===== config.mk =====
export PLATFORM = sky130hd
export DESIGN_NAME = sphere_batch_sched
export DESIGN_NICKNAME = d
export VERILOG_FILES = /design/src/rtl/sphere_sched_pkg.sv /design/src/rtl/sphere_rr_arb2.sv /design/src/rtl/sphere_batch_sched.sv
export SDC_FILE = /design/constraint.sdc
export NUM_CORES = 1
export LEC_CHECK = 0
export ABC_AREA = 0
export ABC_CLOCK_PERIOD_IN_PS = 2860
export BUFFER_PORTS_ARGS = -buffer_cell sky130_fd_sc_hd__buf_2
export CAP_MARGIN = 15
export CORE_MARGIN = 4
export CORE_UTILIZATION = 50
export DETAILED_ROUTE_END_ITERATION = 16
export GPL_TIMING_DRIVEN = 0
export PLACE_DENSITY = 0.81
export REMOVE_ABC_BUFFERS = 1
export SLEW_MARGIN = 20
export SYNTH_ARGS = -nofsm -noshare
export SYNTH_HDL_FRONTEND = slang
export SYNTH_SLANG_ARGS = --single-unit

===== constraint.sdc =====
create_clock -name clk -period 2.86 [get_ports clk]
set_clock_uncertainty 0.15 [all_clocks]
set_input_delay 0 -clock clk [delete_from_list [all_inputs] [get_ports clk]]
set_output_delay 0 -clock clk [all_outputs]
set_load 0.05 [all_outputs]

===== src/rtl/sphere_sched_pkg.sv =====
// Shared types and constants for the sphere batch scheduler.
package sphere_sched_pkg;

    localparam int unsigned FRAC_BITS = 16;

    typedef enum logic [1:0] {
        IDLE  = 2'd0,
        ISSUE = 2'd1,
        WAIT  = 2'd2,
        OUT   = 2'd3
    } state_t;

    // Radical-inverse base selected by a 2-bit base select.
    function automatic logic [2:0] base_value(input logic [1:0] sel);
        case (sel)
            2'd0:    return 3'd2;
            2'd1:    return 3'd3;
            default: return 3'd7;
        endcase
    endfunction

endpackage


===== src/rtl/sphere_rr_arb2.sv =====
// Two-way round-robin arbiter; pointer moves past the winner on accept.
module sphere_rr_arb2 (
    input  logic       clk,
    input  logic       rst,
    input  logic [1:0] req,
    input  logic       accept,
    output logic [1:0] grant_c,
    output logic       win_c
);

    logic ptr;

    always_comb begin
        win_c   = req[ptr] ? ptr : ~ptr;
        grant_c = (|req) ? {win_c, ~win_c} : 2'b00;
    end

    always_ff @(posedge clk) begin
        if (rst) begin
            ptr <= 1'b0;
        end else if (accept) begin
            ptr <= ~win_c;
        end
    end

endmodule


===== src/rtl/sphere_batch_sched.sv =====
// Batch scheduler: arbitrates two requesters and sequences one point
// generator core one point at a time, streaming results downstream.
module sphere_batch_sched
    import sphere_sched_pkg::*;
#(
    parameter int unsigned CNT_W   = 16,
    parameter int unsigned TIMEOUT = 1024
) (
    input  logic               clk,
    input  logic               rst,
    input  logic [1:0]         cmd_valid,
    output logic [1:0]         cmd_ready,
    input  logic [63:0]        cmd_k,
    input  logic [2*CNT_W-1:0] cmd_count,
    input  logic [3:0]         cmd_base0,
    input  logic [3:0]         cmd_base1,
    output logic               core_start,
    output logic [31:0]        core_k,
    output logic [1:0]         core_base0,
    output logic [1:0]         core_base1,
    input  logic               core_ready,
    input  logic               core_done,
    input  logic [31:0]        core_x,
    input  logic [31:0]        core_y,
    input  logic [31:0]        core_z,
    output logic               out_valid,
    input  logic               out_ready,
    output logic [31:0]        out_x,
    output logic [31:0]        out_y,
    output logic [31:0]        out_z,
    output logic [31:0]        out_k,
    output logic               out_id,
    output logic               out_last,
    output logic [1:0]         batch_done,
    output logic               err_timeout
);

    localparam int unsigned WD_W = $clog2(TIMEOUT + 1);

    state_t            state;
    logic [31:0]       k;
    logic [CNT_W-1:0]  remaining;
    logic [1:0]        base0;
    logic [1:0]        base1;
    logic              id;
    logic [WD_W-1:0]   wd_cnt;

    logic [1:0]        grant_c;
    logic              win_c;
    logic              accept;
    logic [31:0]       sel_k;
    logic [CNT_W-1:0]  sel_count;
    logic [1:0]        sel_base0;
    logic [1:0]        sel_base1;

    // Commands are only taken while idle and never during reset.
    assign accept    = (state == IDLE) && (|cmd_valid) && !rst;
    assign cmd_ready = accept ? grant_c : 2'b00;

    sphere_rr_arb2 u_arb (
        .clk     (clk),
        .rst     (rst),
        .req     (cmd_valid),
        .accept  (accept),
        .grant_c (grant_c),
        .win_c   (win_c)
    );

    always_comb begin
        sel_k     = win_c ? cmd_k[63:32]              : cmd_k[31:0];
        sel_count = win_c ? cmd_count[2*CNT_W-1:CNT_W] : cmd_count[CNT_W-1:0];
        sel_base0 = win_c ? cmd_base0[3:2]            : cmd_base0[1:0];
        sel_base1 = win_c ? cmd_base1[3:2]            : cmd_base1[1:0];
    end

    always_ff @(posedge clk) begin
        if (rst) begin
            state       <= IDLE;
            k           <= '0;
            remaining   <= '0;
            base0       <= '0;
            base1       <= '0;
            id          <= 1'b0;
            wd_cnt      <= '0;
            core_start  <= 1'b0;
            core_k      <= '0;
            core_base0  <= '0;
            core_base1  <= '0;
            out_valid   <= 1'b0;
            out_x       <= '0;
            out_y       <= '0;
            out_z       <= '0;
            out_k       <= '0;
            out_id      <= 1'b0;
            out_last    <= 1'b0;
            batch_done  <= 2'b00;
            err_timeout <= 1'b0;
        end else begin
            core_start <= 1'b0;
            batch_done <= 2'b00;
            case (state)
                IDLE: begin
                    if (accept) begin
                        k         <= sel_k;
                        remaining <= sel_count;
                        base0     <= sel_base0;
                        base1     <= sel_base1;
                        id        <= win_c;
                        if (sel_count == '0) begin
                            batch_done <= {win_c, ~win_c};
                        end else begin
                            state <= ISSUE;
                        end
                    end
                end
                ISSUE: begin
                    if (core_ready) begin
                        core_start <= 1'b1;
                        core_k     <= k;
                        core_base0 <= base0;
                        core_base1 <= base1;
                        wd_cnt     <= '0;
                        state      <= WAIT;
                    end
                end
                WAIT: begin
                    // Watchdog gives the core TIMEOUT cycles, counting the start cycle.
                    if (core_done) begin
                        out_x     <= core_x;
                        out_y     <= core_y;
                        out_z     <= core_z;
                        out_k     <= k;
                        out_id    <= id;
                        out_last  <= (remaining == CNT_W'(1));
                        out_valid <= 1'b1;
                        state     <= OUT;
                    end else if (wd_cnt == WD_W'(TIMEOUT - 1)) begin
                        err_timeout <= 1'b1;
                        batch_done  <= {id, ~id};
                        state       <= IDLE;
                    end else begin
                        wd_cnt <= wd_cnt + WD_W'(1);
                    end
                end
                OUT: begin
                    if (out_ready) begin
                        out_valid <= 1'b0;
                        k         <= k + 32'd1;
                        remaining <= remaining - CNT_W'(1);
                        if (remaining == CNT_W'(1)) begin
                            batch_done <= {id, ~id};
                            state      <= IDLE;
                        end else begin
                            state <= ISSUE;
                        end
                    end
                end
                default: state <= IDLE;
            endcase
        end
    end

endmodule


==> results of run 1 <==
-- cell type report --
type | instances | area [sq um]
Multi-Input combinational cell | 1033 | 5330
Sequential cell | 238 | 4770
Timing Repair Buffer | 648 | 4700
Fill cell | 1169 | 4420
Clock buffer | 38 | 734
Tap cell | 270 | 338
Clock inverter | 2 | 35.0
Inverter | 8 | 30.0
Antenna cell | 1 | 2.50
-- power by group through the flow --
stage | Combinational (mW) | Clock (mW) | Sequential (mW)
after global routing | 2.13 | 3.28 | 3.70
after detailed placement | 1.57 | 0 | 3.73
after CTS | 1.89 | 3.13 | 3.66
after floorplan | 0.726 | 0 | 3.90
after global placement | 1.47 | 0 | 3.72
final | 2.02 | 3.13 | 3.69
-- cells in the final DEF, fill, tap and decap left out, types with 7 or more instances in the layout --
cell type	count
clkbuf_16	25
nor3_1	18
mux2_2	13
a211oi_1	25
dlygate4sd3_1	235
nor2_1	55
or4_1	8
nand4_1	10
nor4_1	18
buf_2	378
xnor2_1	9
o21ai_0	61
mux2i_1	7
nand3_1	44
buf_4	15
a21oi_1	226
and3_1	16
clkbuf_1	7
a31oi_1	10
dfxtp_1	235
inv_1	8
nand2_1	398
-- repair_timing --
| action | CTS | global route |
|---|---|---|
| cloned | 0 | 2 |
| pin swaps | 0 | 1 |
| endpoints found under the setup margin | 17 | 42 |
| buffers inserted | 0 | 5 |
| hold endpoints to repair | 196 | 0 |
| gates resized for setup | 6 | 7 |
| hold buffers | 235 | 0 |
-- path summary, 6_finish.rpt --
check | startpoint | to | slack [ns]
max | u_arb.ptr$_SDFFE_PP0P_ | remaining[5]$_SDFFE_PP0P_ | 0.07
min | cmd_k[26] | k[26]$_SDFFE_PP0P_ | 0.04
max reg2reg | u_arb.ptr$_SDFFE_PP0P_ | remaining[5]$_SDFFE_PP0P_ | 0.07
min reg2reg | out_k[0]$_SDFFE_PP0P_ | out_k[0]$_SDFFE_PP0P_ | 0.30
-- logic make-up after synthesis --
kind of cell,after synthesis
AO/OA/AOI/OAI,378
XOR/XNOR,9
buffers and inverters,119
AND/OR/NAND/NOR,620
adder cells (fa/ha/maj),4
multiplexers,20
flip-flops,238
-- per-stage QoR --
stage	setup WS [ns]	total power, mW	area (sq um)	cells	hold WS [ns]
after floorplan	-5.46	4.63	10000	1277	-0.0809
after global placement	-10.25	5.20	12200	1926	0.0896
after detailed placement	-0.388	5.30	12700	1955	0.0940
after CTS	0.0438	8.68	15900	2230	0.00232
after global routing	-0.000772	9.11	15900	2238	0.0965
final	0.0734	8.84	15900	2238	0.0369
-- sequential cells by signal, summed over array words and instances, names as in the netlist --
name and cells:
out_y 32, base1 2, u_arb.ptr 1, k 32, core_base0 2, out_last 1, core_start 1, core_base1 2
out_valid 1, out_z 32, batch_done 2, id 1, out_id 1, state 2, remaining 16, out_x 32
out_k 32, wd_cnt 11, err_timeout 1, base0 2, core_k 32
-- per-layer routing --
layer / vias to the layer above / GRT usage (%) / wire [microns]
met5: - / 0 / 0
met4: 0 / 22.4 / 3360
met3: 268 / 8.58 / 4680
met2: 986 / 62.8 / 22200
met1: 6201 / 41.5 / 16000
li1: 5936 / - / -
-- critical path: cells and delay by family, from the launching register on --
family                 cells  cell delay, ns
AO/OA/AOI/OAI              2            0.46
buffers and inverters      2            0.86
flip-flops                 1            0.47
multiplexers               1            0.16
AND/OR/NAND/NOR            2            0.57
==> run metrics, run 1 <==
status completed; Synth Area in Adders 0.479%; core area 0.0204 sq mm; Final Hold Vio Count 0; Rows 52; critical path class reg -> reg; Synth Area per Inst 7.52 sq um; R2R cell count 7; Internal 6.16 mW; xor/xnor share of the synthesized area 0.755%; min Tclk post-route 2.79 ns; CTS Sinks 238; sequential-to-total area share from yosys stat 45.6%; htree depth 1; Syn-to-layout area delta 52.8%; Yosys cell types 60; final setup violation count 0; routability cong. 0.876; count leader, synth nand2_1; Post-Synth Simple-Gate Area 26.1%; Reg clk slew, reported paths 0.06 ns; vias post-DR 13,400; setup TNS 0 ns; Critical Path Max Stage Delay 0.59 ns; die span in x 152 microns; Worst-Skew Late Latency 0.51 ns; vias in the first global route 13,200; Rel. slew slack 40.7%; Flop pwr share 41.7%; Peak VDD IR 0.410 mV; cell count of the worst hold path 5; crit end category register; CTS root buf clkbuf_16; Critical Path AT 3.05 ns; WL/cell 20.7 microns; largest net degree at the start of global routing 124; slowest library cell on the worst path dlygate4sd3_1; Min-Delay Path Class in -> reg; die area 0.0233 sq mm; largest family of logic cells by synthesized area simple AND/OR/NAND/NOR gates; Async S/R FF share, synth 0%; Synth top area share 45.6%; leakage 6.65 nW; share of layout cells above drive strength 1 25.0%; register bit total from synthesis 238; switching share of power 30.3%; Post-synth EDFFs 0; global-route usage over all layers 36.7%; TritonCTS Buffers 25; actual slew at the worst max-slew pin 0.885 ns; final global-route overflow total 0; ys flop type dfxtp_1; initial DRC count 1,338; Die H 152 microns; mux cell area share after synthesis 2.07%; DR vias/cell 5.98; f_max 359 MHz; nets@finish 2,165; fin. max-slew vios 0; Area contributors post-synth dfxtp_1, nand2_1, a21oi_1; Synth Area in Compound Gates 20.6%; Antenna Nets Post-Route 0; Initial Utilization 51.3%; Ports 380; Synthesis Warnings 0; PD cells 554 mW/mm^2; Syn Inst Count 1,388; CTS tree yes; number of antenna violations at the first check in global routing 1; drc violations 0; crit-path cells nand2b_4 -> nand2_2 -> buf_12 -> mux2i_1 -> dlygate4sd3_1 -> a22o_1 -> a211oi_1; Switch Pwr 2.68 mW; crit path max fanout 25; DRT Wirelength 46.2 mm; clock tree buffer depth 3; Critical Path RT 3.13 ns; dpl hpwl 25.0 mm; Post-synth top cells nand2_1, dfxtp_1, a21oi_1; drt first pass iters 6; crit start category register; Max-cap violations 0; Clock power frac 35.5%; first-pass GRT wire length 70.8 mm; Buffers on Ports 379; fin crit share 97.4%; Mapped Area 0.0104 sq mm; post-synth top area cell dfxtp_1; fin util 78.3%; Comb pwr share 22.8%
(Power assumes the default switching activity.)
==> inputs of run 2 (changes only) <==
--- a/config.mk
+++ b/config.mk
@@ -10,10 +10,9 @@
 export BUFFER_PORTS_ARGS = -buffer_cell sky130_fd_sc_hd__buf_2
 export CAP_MARGIN = 15
 export CORE_MARGIN = 4
-export CORE_UTILIZATION = 50
+export CORE_UTILIZATION = 35
 export DETAILED_ROUTE_END_ITERATION = 16
 export GPL_TIMING_DRIVEN = 0
-export PLACE_DENSITY = 0.81
 export REMOVE_ABC_BUFFERS = 1
 export SLEW_MARGIN = 20
 export SYNTH_ARGS = -nofsm -noshare
==> run 2 against run 1 <==
  * Sequential power hardly changed
  * Register-to-register slack improved by 0.03 ns
  * Global-route usage is 13 points lower
  * Via count decreased by 8.9%
  * Cell count up 5.4%
  * Flip-flop and latch count stayed put
  * Routed wire length shrank 12%
==> run metrics, run 2 (same netlist as run 1, synthesis figures left out) <==
status completed; WL/cell 17.2 microns (-17%); Ports 380 (unchanged); Rel. slew slack 37.9% (-2.8 points); Max-cap violations 0 (unchanged); Initial Utilization 35.9% (-15 points); leakage 6.77 nW (+1.7%); PD cells 573 mW/mm^2 (+3.4%); CTS Sinks 238 (unchanged); DRT Wirelength 40.5 mm (-12%); reg2reg setup slack 0.10 ns (+0.03 ns); final global-route overflow total 0 (unchanged); Switch Pwr 2.70 mW (+0.72%); commonest non-fill, non-tap cells in the layout nand2_1, buf_2, dlygate4sd3_1; actual slew at the worst max-slew pin 0.926 ns (+0.0414 ns); critical path class in -> reg; die area 0.0327 sq mm (+40%); number of antenna violations at the first check in global routing 1 (unchanged); Critical Path RT 3.15 ns (+0.02 ns); global-route usage over all layers 23.3% (-13 points); htree depth 1 (unchanged); switching share of power 28.9% (-1.4 points); setup TNS 0 ns (unchanged); Reg clk slew, reported paths 0.06 ns (about the same); routability cong. 0.860 (-1.8%); crit path max fanout 3 (-88%); Post-CTS Setup Bufs 0 (unchanged); Antenna Nets Post-Route 0 (unchanged); Final Cell Area 0.0163 sq mm (+2.2%); Buffers on Ports 379 (unchanged); Peak VDD IR 0.375 mV (-8.5%); f_max 360 MHz (+0.45%); clock tree buffer depth 3 (unchanged); Flop pwr share 39.4% (-2.3 points); crit start category input pin; fin crit share 97.0% (-0.44 points); Fill cells 2,625 (+120%); DR vias/cell 5.17 (-14%); drt first pass iters 5 (-1); share of layout cells above drive strength 1 25.4% (+0.48 points); final setup violation count 0 (unchanged); CTS root buf clkbuf_16; min Tclk post-route 2.77 ns (-0.0125 ns); Critical Path AT 3.07 ns (+0.02 ns); Worst-Skew Late Latency 0.54 ns (+0.03 ns); Final Hold Vio Count 0 (unchanged); Clock power frac 39.6% (+4.1 points); Comb pwr share 21.0% (-1.8 points); Internal 6.63 mW (+7.8%); first-pass GRT wire length 63.8 mm (-9.9%); initial DRC count 791 (-41%); die span in x 181 microns (+18%); Syn-to-layout area delta 56.0%; area of placed instances 0.0129 sq mm (+1.3%); vias post-DR 12,200 (-8.9%); fin. max-slew vios 0 (unchanged); commonest non-fill, non-tap cell in the layout nand2_1; dpl hpwl 26.9 mm (+7.8%); fin util 56.0% (-22 points); crit end category register; CTS tree yes; drc violations 0 (unchanged); vias in the first global route 11,800 (-10%); TritonCTS Buffers 27 (+8.0%); Min-Delay Path Class in -> reg; Die H 181 microns (+18%); largest net degree at the start of global routing 124 (unchanged); core area 0.0291 sq mm (+43%); Rows 62 (+19%); nets@finish 2,165 (unchanged)
-- run 2: cell count changes in the layout (fill, tap and decap cells not counted), moves of 3 or more --
cell,previous run,this run
clkinv_2,1,4
bufinv_16,1,5
buf_8,6,9
clkbuf_1,7,3
dlygate4sd3_1,235,238
buf_4,15,9
-- run 2: worst paths after layout --
path,start,to,depth (start not counted)
worst max register to register,remaining[0]$_SDFFE_PP0P_,remaining[15]$_SDFFE_PP0P_,6
worst max-delay path,cmd_count[6],batch_done[0]$_SDFF_PP0_,9
worst min register to register,out_k[28]$_SDFFE_PP0P_,out_k[28]$_SDFFE_PP0P_,2
worst min-delay path,cmd_count[28],state[1]$_SDFFE_PP0P_,6
-- run 2: timing repair --
action,4_1_cts,5_1_grt
hold buffers,238,0
resized for setup,3,10
endpoints found under the hold margin,214,0
gates cloned,0,0
setup endpoints to repair,7,36
pin swaps,0,1
-- run 2: cell type report --
type / instances / area [sq um] / area share [%]
Antenna cell: 2 / 5.00 / 0.0307
Clock buffer: 35 / 756 / 4.64
Clock inverter: 13 / 203 / 1.24
Inverter: 8 / 30.0 / 0.184
Multi-Input combinational cell: 1031 / 5330 / 32.7
Sequential cell: 238 / 4770 / 29.3
Tap cell: 384 / 480 / 2.95
Timing Repair Buffer: 648 / 4720 / 29.0
-- run 2: power groups by stage --
stage | registers [mW] | clock network [mW] | logic (mW)
after floorplan | 3.90 | 0 | 0.726
after global placement | 3.73 | 0 | 1.52
after detailed placement | 3.74 | 0 | 1.61
after CTS | 3.67 | 3.79 | 1.92
after global routing | 3.70 | 3.92 | 2.11
final | 3.68 | 3.70 | 1.96
-- run 2: metal layers --
metal	up-vias	GRT usage [%]	part of all wire [%]
met2	476	41.1	49
met1	5711	29.8	42
li1	5951	-	-
met5	-	0	0
met3	56	3.82	6.6
met4	0	5.78	2.1
-- run 2: critical path, stage by stage --
cell and delay [ns]:
dlygate4sd3_1 0.54, buf_2 0.13, nor4_1 0.25, dlygate4sd3_1 0.60, nand2_1 0.07, dlygate4sd3_1 0.57
or4_4 0.50, and2_1 0.20, o32ai_2 0.22
-- run 2: through the flow --
step / cells / power [mW] / hold slack [ns] / setup slack (ns)
after floorplan: 1277 / 4.63 / -0.0809 / -5.46
after global placement: 2040 / 5.25 / 0.0903 / -11.47
after detailed placement: 2071 / 5.35 / 0.0953 / -0.452
after CTS: 2357 / 9.38 / 0.00684 / 0.0214
after global routing: 2358 / 9.74 / 0.0852 / -0.00811
final: 2359 / 9.33 / 0.0741 / 0.0859
